==> config.mk <==
export PLATFORM = sky130hd
export DESIGN_NAME = alu_issue
export DESIGN_NICKNAME = d
export VERILOG_FILES = /design/src/rtl/pine16_alu_pkg.sv /design/src/rtl/alu_flag_reg.sv /design/src/rtl/alu_issue.sv
export SDC_FILE = /design/constraint.sdc
export NUM_CORES = 1
export LEC_CHECK = 0
export CAP_MARGIN = 20
export CORE_MARGIN = 2
export CORE_UTILIZATION = 47
export DETAILED_ROUTE_END_ITERATION = 12
export PLACE_DENSITY = 0.85
export SLEW_MARGIN = 20
export SYNTH_ARGS = -nofsm -noshare
export SYNTH_HDL_FRONTEND = slang
export SYNTH_SLANG_ARGS = --single-unit
export TNS_END_PERCENT = 30
==> constraint.sdc <==
create_clock -name clk -period 3.1 [get_ports clk]
set_input_delay 0.62 -clock clk [delete_from_list [all_inputs] [get_ports clk]]
set_output_delay 0.62 -clock clk [all_outputs]
set_load 0.01 [all_outputs]
==> src/rtl/pine16_alu_pkg.sv <==
// Shared definitions for the pine16 ALU issue stage: opcodes, nzcv bit positions and sequencer states.
package pine16_alu_pkg;

    localparam int ALU_W = 16;

    localparam logic [3:0] OP_PASS = 4'b0000;
    localparam logic [3:0] OP_ADD  = 4'b0001;
    localparam logic [3:0] OP_SUB  = 4'b0010;
    localparam logic [3:0] OP_AND  = 4'b0100;
    localparam logic [3:0] OP_OR   = 4'b0101;
    localparam logic [3:0] OP_XOR  = 4'b0110;
    localparam logic [3:0] OP_SHR  = 4'b0111;
    localparam logic [3:0] OP_SHL  = 4'b1000;
    localparam logic [3:0] OP_LDB  = 4'b1100;

    localparam int FLAG_N = 3;
    localparam int FLAG_Z = 2;
    localparam int FLAG_C = 1;
    localparam int FLAG_V = 0;

    typedef enum logic [1:0] {
        ST_IDLE = 2'd0,
        ST_LDB  = 2'd1,
        ST_EXEC = 2'd2,
        ST_WB   = 2'd3
    } state_e;

    // LDB is owned by the sequencer; a decoded LDB request degrades to pass-a.
    function automatic logic [3:0] op_remap(input logic [3:0] op);
        return (op == OP_LDB) ? OP_PASS : op;
    endfunction

    // Only these ops produce a meaningful ALU carry.
    function automatic logic carry_valid(input logic [3:0] op);
        return (op == OP_ADD) || (op == OP_SUB) || (op == OP_SHL);
    endfunction

endpackage

==> src/rtl/alu_flag_reg.sv <==
// Architectural nzcv register: loads on update, keeping the previous carry for ops whose ALU carry is stale.
module alu_flag_reg
    import pine16_alu_pkg::*;
(
    input  logic       clk,
    input  logic       rst_n,
    input  logic       upd_i,
    input  logic [3:0] op_i,
    input  logic [3:0] f_i,
    output logic [3:0] flags_o
);

    logic [3:0] flags_q;
    logic [3:0] flags_d;

    always_comb begin
        flags_d = f_i;
        if (!carry_valid(op_i)) begin
            flags_d[FLAG_C] = flags_q[FLAG_C];
        end
    end

    always_ff @(posedge clk or negedge rst_n) begin
        if (!rst_n) begin
            flags_q <= '0;
        end else if (upd_i) begin
            flags_q <= flags_d;
        end
    end

    assign flags_o = flags_q;

endmodule

==> src/rtl/alu_issue.sv <==
// Execute-stage sequencer for the 16-bit ALU (B-latch load, execute, writeback handshake).
// Optional ALU_BCACHE_EN: remembers the last B loaded so a repeated B skips the LDB cycle.
module alu_issue
    import pine16_alu_pkg::*;
#(
    parameter int W   = 16,
    parameter int RDW = 3
) (
    input  logic           clk,
    input  logic           rst_n,
    input  logic           in_valid,
    output logic           in_ready,
    input  logic [3:0]     in_op,
    input  logic [W-1:0]   in_a,
    input  logic [W-1:0]   in_b,
    input  logic [RDW-1:0] in_rd,
    input  logic           in_setf,
    output logic [W-1:0]   alu_a,
    output logic [3:0]     alu_op,
    input  logic [W-1:0]   alu_r,
    input  logic [3:0]     alu_f,
    output logic           wb_valid,
    input  logic           wb_ready,
    output logic [W-1:0]   wb_data,
    output logic [RDW-1:0] wb_rd,
    output logic [3:0]     flags
);

    state_e         state_q;
    logic           wb_valid_q;
    logic [W-1:0]   wb_data_q;
    logic [RDW-1:0] wb_rd_q;
    logic [3:0]     alu_op_q;
    logic [W-1:0]   alu_a_q;

    logic [3:0]     op_q;
    logic [W-1:0]   a_q;
    logic [RDW-1:0] rd_q;
    logic           setf_q;

    logic accept;
    logic hit;

    assign in_ready = (state_q == ST_IDLE) || ((state_q == ST_WB) && wb_ready);
    assign accept   = in_valid && in_ready;

`ifdef ALU_BCACHE_EN
    logic [W-1:0] bc_q;
    logic         bc_vld_q;

    // Reset leaves the ALU B latch unknown, so the cache starts invalid.
    always_ff @(posedge clk or negedge rst_n) begin
        if (!rst_n) begin
            bc_vld_q <= 1'b0;
            bc_q     <= '0;
        end else if (accept && !hit) begin
            bc_vld_q <= 1'b1;
            bc_q     <= in_b;
        end
    end

    assign hit = bc_vld_q && (bc_q == in_b);
`else
    assign hit = 1'b0;
`endif

    always_ff @(posedge clk) begin
        if (accept) begin
            op_q   <= op_remap(in_op);
            a_q    <= in_a;
            rd_q   <= in_rd;
            setf_q <= in_setf;
        end
    end

    // alu_op/alu_a are registered so they settle half a cycle before the ALU's falling-edge evaluation.
    always_ff @(posedge clk or negedge rst_n) begin
        if (!rst_n) begin
            state_q    <= ST_IDLE;
            wb_valid_q <= 1'b0;
            wb_data_q  <= '0;
            wb_rd_q    <= '0;
            alu_op_q   <= OP_PASS;
            alu_a_q    <= '0;
        end else begin
            case (state_q)
                ST_IDLE, ST_WB: begin
                    if (in_ready) begin
                        state_q    <= ST_IDLE;
                        wb_valid_q <= 1'b0;
                        alu_op_q   <= OP_PASS;
                    end
                    if (accept) begin
                        if (hit) begin
                            state_q  <= ST_EXEC;
                            alu_op_q <= op_remap(in_op);
                            alu_a_q  <= in_a;
                        end else begin
                            state_q  <= ST_LDB;
                            alu_op_q <= OP_LDB;
                            alu_a_q  <= in_b;
                        end
                    end
                end
                ST_LDB: begin
                    state_q  <= ST_EXEC;
                    alu_op_q <= op_q;
                    alu_a_q  <= a_q;
                end
                ST_EXEC: begin
                    state_q    <= ST_WB;
                    wb_valid_q <= 1'b1;
                    wb_data_q  <= alu_r;
                    wb_rd_q    <= rd_q;
                    alu_op_q   <= OP_PASS;
                end
                default: state_q <= ST_IDLE;
            endcase
        end
    end

    alu_flag_reg u_flags (
        .clk     (clk),
        .rst_n   (rst_n),
        .upd_i   ((state_q == ST_EXEC) && setf_q),
        .op_i    (op_q),
        .f_i     (alu_f),
        .flags_o (flags)
    );

    assign alu_op   = alu_op_q;
    assign alu_a    = alu_a_q;
    assign wb_valid = wb_valid_q;
    assign wb_data  = wb_data_q;
    assign wb_rd    = wb_rd_q;

endmodule

==> results.json <==
{
  "outcome": "finished, final reports clean",
  "rows": 28,
  "worst_hold_path_type": "in2async",
  "path_max_fanout": 8,
  "r2r-start": "state_q[0]$_DFFE_PN0P_",
  "syn_avg_cell_area_sq_um": 16.6,
  "worst_pin_slew_ns": 0.678,
  "post_cts_resized": 0,
  "numCtsBuffers": 9,
  "yosysWarnings": 0,
  "setup-tns-final_ns": 0,
  "cp-end-kind": "output port",
  "cts_tree": "yes",
  "nets": 354,
  "hpwl_mm": 4.22,
  "crit_top_cell": "clkdlybuf4s50_1",
  "dp.cells": 349,
  "rr_endpoint": "alu_a[15]$_DFFE_PN0P_",
  "fin_hold_ws_ns": 0.282,
  "grt_start_max_net_pins": 47,
  "gp_congestion": 0.744,
  "core_area_sq_um": 5890,
  "r2r_setup_slack_ns": 0.89,
  "synth_area_leaders": "dfrtp_1, edfxtp_1, mux2_2",
  "drt_iter0_drc": 73,
  "htreeDepth": 3,
  "grt_pass1_vias": 1975,
  "synthDistinctLibCells": 25,
  "die_x_um": 82.0,
  "overflow": 0,
  "grt_antenna_before_repair": 0,
  "p_per_area_nw_per_um2": 911,
  "area_growth_pct": 46.6,
  "ir_drop_mv": 0.585,
  "p_leak_nw": 1.66,
  "cap_viol_max_count": 0,
  "cp-endpoint": "in_ready",
  "synth.area.mux_share": 0.244,
  "fillers": 423,
  "synth_adder_area_share": 0.0175,
  "fin_cells": 366,
  "diodes": 0,
  "clk_pin_slew_ns": 0.07,
  "post_cts_buffers": 0,
  "hold_viol": 0,
  "drt.antenna.violating_nets": 0,
  "grt_usage": 0.192,
  "start_util": 0.486,
  "cts_max_path_buffers": 2,
  "wl_mm": 5.96,
  "arrival_ns": 1.99,
  "synth-edff-count": 24,
  "cts.sinks": 70,
  "async_flop_share": 0.657,
  "dr.pass1.iters": 4,
  "final_max_slew_viol_count": 0,
  "cts-root-buf": "clkbuf_8",
  "worst-r2r-cell-count": 5,
  "die_h_um": 82.0,
  "ys_seq_elements": 70,
  "synth-simple-area-share": 0.0188,
  "period_needed_ns": 2.61,
  "clk_latency_ns": 0.33,
  "cp.depth": 4,
  "grt_pass1_wl_mm": 9.23,
  "max_freq_mhz": 383,
  "die_area_sq_um": 6720,
  "portBuffers": 108,
  "dominantRegCellSynth": "dfrtp_1",
  "path_cells": "clkdlybuf4s50_1, a21oi_4, inv_1, clkdlybuf4s50_1",
  "cp.required_ns": 2.48,
  "wl_per_cell_um": 16.3,
  "cp.buffers_inverters": 3,
  "synth.largest_area_cell": "dfrtp_1",
  "viasPerCell": 4.91,
  "setup_viol": 0,
  "cp-startpoint": "wb_ready",
  "cp_slowest_cell": "clkdlybuf4s50_1",
  "synth_top_family_by_area": "multiplexers",
  "netlist.area_leader.share": 0.403,
  "final_util": 0.712,
  "cp-start-kind": "input pin",
  "io_pins": 109,
  "drive_gt1_frac": 0.258,
  "fin_skew_ns": 0.00866,
  "synth_xor_area_frac": 0.00306,
  "cpPeakStageDelay_ns": 0.49,
  "synth_cells": 172,
  "remaining_drc_errors": 0,
  "hold_buffers": 0,
  "synth_compound_area_frac": 0.0416,
  "rsz0062_at_grt": "no",
  "syn_nets": 240,
  "critPathKind": "in2out",
  "cpLargestDelayFamily": "buffers and inverters",
  "finalCritPeriodShare": 0.842,
  "relSlewSlack": 0.547,
  "netlist_area_sq_um": 2860,
  "seq_area_frac_synth": 0.655,
  "num_vias": 1797
}
[cells by family (layout without fill, tap and decap cells)]
group / after synthesis / count (layout)
and+or+nand+nor: 12 / 12
AOI/OAI and AO/OA: 14 / 14
muxes: 59 / 59
xor gates and xnor gates: 1 / 1
adders and majority gates: 4 / 4
buffers and inverters: 12 / 131
DFF: 70 / 70
[flip-flops by register name, summed over array words and instances (netlist names)]
signal           count
state_q              2
a_q                 16
rd_q                 3
wb_data             16
op_q                 4
setf_q               1
alu_a               16
wb_rd                3
alu_op               4
wb_valid             1
u_flags.flags_o      4
[worst reg2reg max path, stage by stage (launching register included)]
cell      delay, ns
dfrtp_1        0.40
inv_1          0.08
ha_1           0.42
nand2b_1       0.23
o21ai_4        0.55
mux2_2         0.42
[worst min path at each step]
stage	start	end	slack, ns	cells past startpoint
2_1_floorplan	rst_n	alu_a[0]$_DFFE_PN0P_	0.32	0
3_3_place_gp	rd_q[1]$_DFFE_PP_	wb_rd[1]$_DFFE_PN0P_	0.46	1
3_5_place_dp	rd_q[1]$_DFFE_PP_	wb_rd[1]$_DFFE_PN0P_	0.47	1
4_1_cts	rd_q[1]$_DFFE_PP_	wb_rd[1]$_DFFE_PN0P_	0.48	1
5_1_grt	rst_n	u_flags.flags_o[1]$_DFFE_PN0P_	0.33	1
6_report	rst_n	u_flags.flags_o[1]$_DFFE_PN0P_	0.28	1
[synthesized netlist by cell type (all sizes together) (2+ instances only)]
master,n
dfrtp,46
edfxtp,24
mux2i,3
nand2,7
a21boi,2
mux2,56
inv,4
nand3,2
clkbuf,3
buf,5
ha,4
o21ai,6
[layer usage]
| layer | track usage | vias up | share of wire | wire length, um |
|---|---|---|---|---|
| met5 | 0 | - | 0 | 0 |
| met4 | 0.107 | 0 | 0.021 | 128 |
| met3 | 0.0484 | 10 | 0.062 | 372 |
| met2 | 0.321 | 67 | 0.50 | 2980 |
| met1 | 0.227 | 874 | 0.42 | 2480 |
| li1 | - | 846 | - | - |
[report_power, final]
group	total (mW)	switching, mW	internal, mW	leakage, nW
sequential	1.50	0.180	1.32	0.762
combinational	1.67	0.639	1.04	0.814
clock	0.640	0.305	0.335	0.0877
total	3.82	1.12	2.69	1.66
[area by class of cell]
| class | count | area (sq um) | share of cell area |
|---|---|---|---|
| clock buffer | 15 | 166 | 0.0397 |
| clock inverter | 1 | 5.00 | 0.00119 |
| inverter | 4 | 15.0 | 0.00358 |
| multi-input combinational | 90 | 930 | 0.222 |
| sequential | 70 | 1870 | 0.447 |
| tap | 75 | 93.8 | 0.0224 |
| timing repair buffer | 111 | 1110 | 0.265 |
[stage by stage]
| stage | power [mW] | area, sq um | setup WS [ns] |
|---|---|---|---|
| finish | 3.82 | 4190 | 0.489 |
| global route | 4.04 | 4190 | 0.404 |
| detailed placement | 3.21 | 4000 | 0.468 |
| CTS | 3.86 | 4170 | 0.479 |
| floorplan | 2.38 | 2860 | 1.29 |
| global placement | 3.15 | 4000 | 0.497 |
[layout by cell type, fill, tap and decap left out]
| cell | n |
|---|---|
| clkbuf_1 | 4 |
| and2b_1 | 1 |
| mux2_2 | 46 |
| mux2i_1 | 3 |
| a2111oi_2 | 1 |
| o21a_1 | 1 |
| a21o_1 | 1 |
| clkdlybuf4s50_1 | 107 |
| nor2_1 | 1 |
| nand3_1 | 2 |
| xnor2_1 | 1 |
| o22a_1 | 1 |
| inv_1 | 4 |
| edfxtp_1 | 24 |
| ha_1 | 4 |
| a21oi_4 | 1 |
| buf_8 | 1 |
| o21ai_0 | 5 |
| mux2_4 | 10 |
| nand2b_1 | 1 |
| clkbuf_8 | 11 |
| o21ai_4 | 1 |
| a21boi_0 | 2 |
| clkinv_2 | 1 |
| buf_4 | 3 |
| a211oi_1 | 1 |
| nand2_1 | 7 |
| dfrtp_1 | 46 |
(Power assumes the default switching activity.)
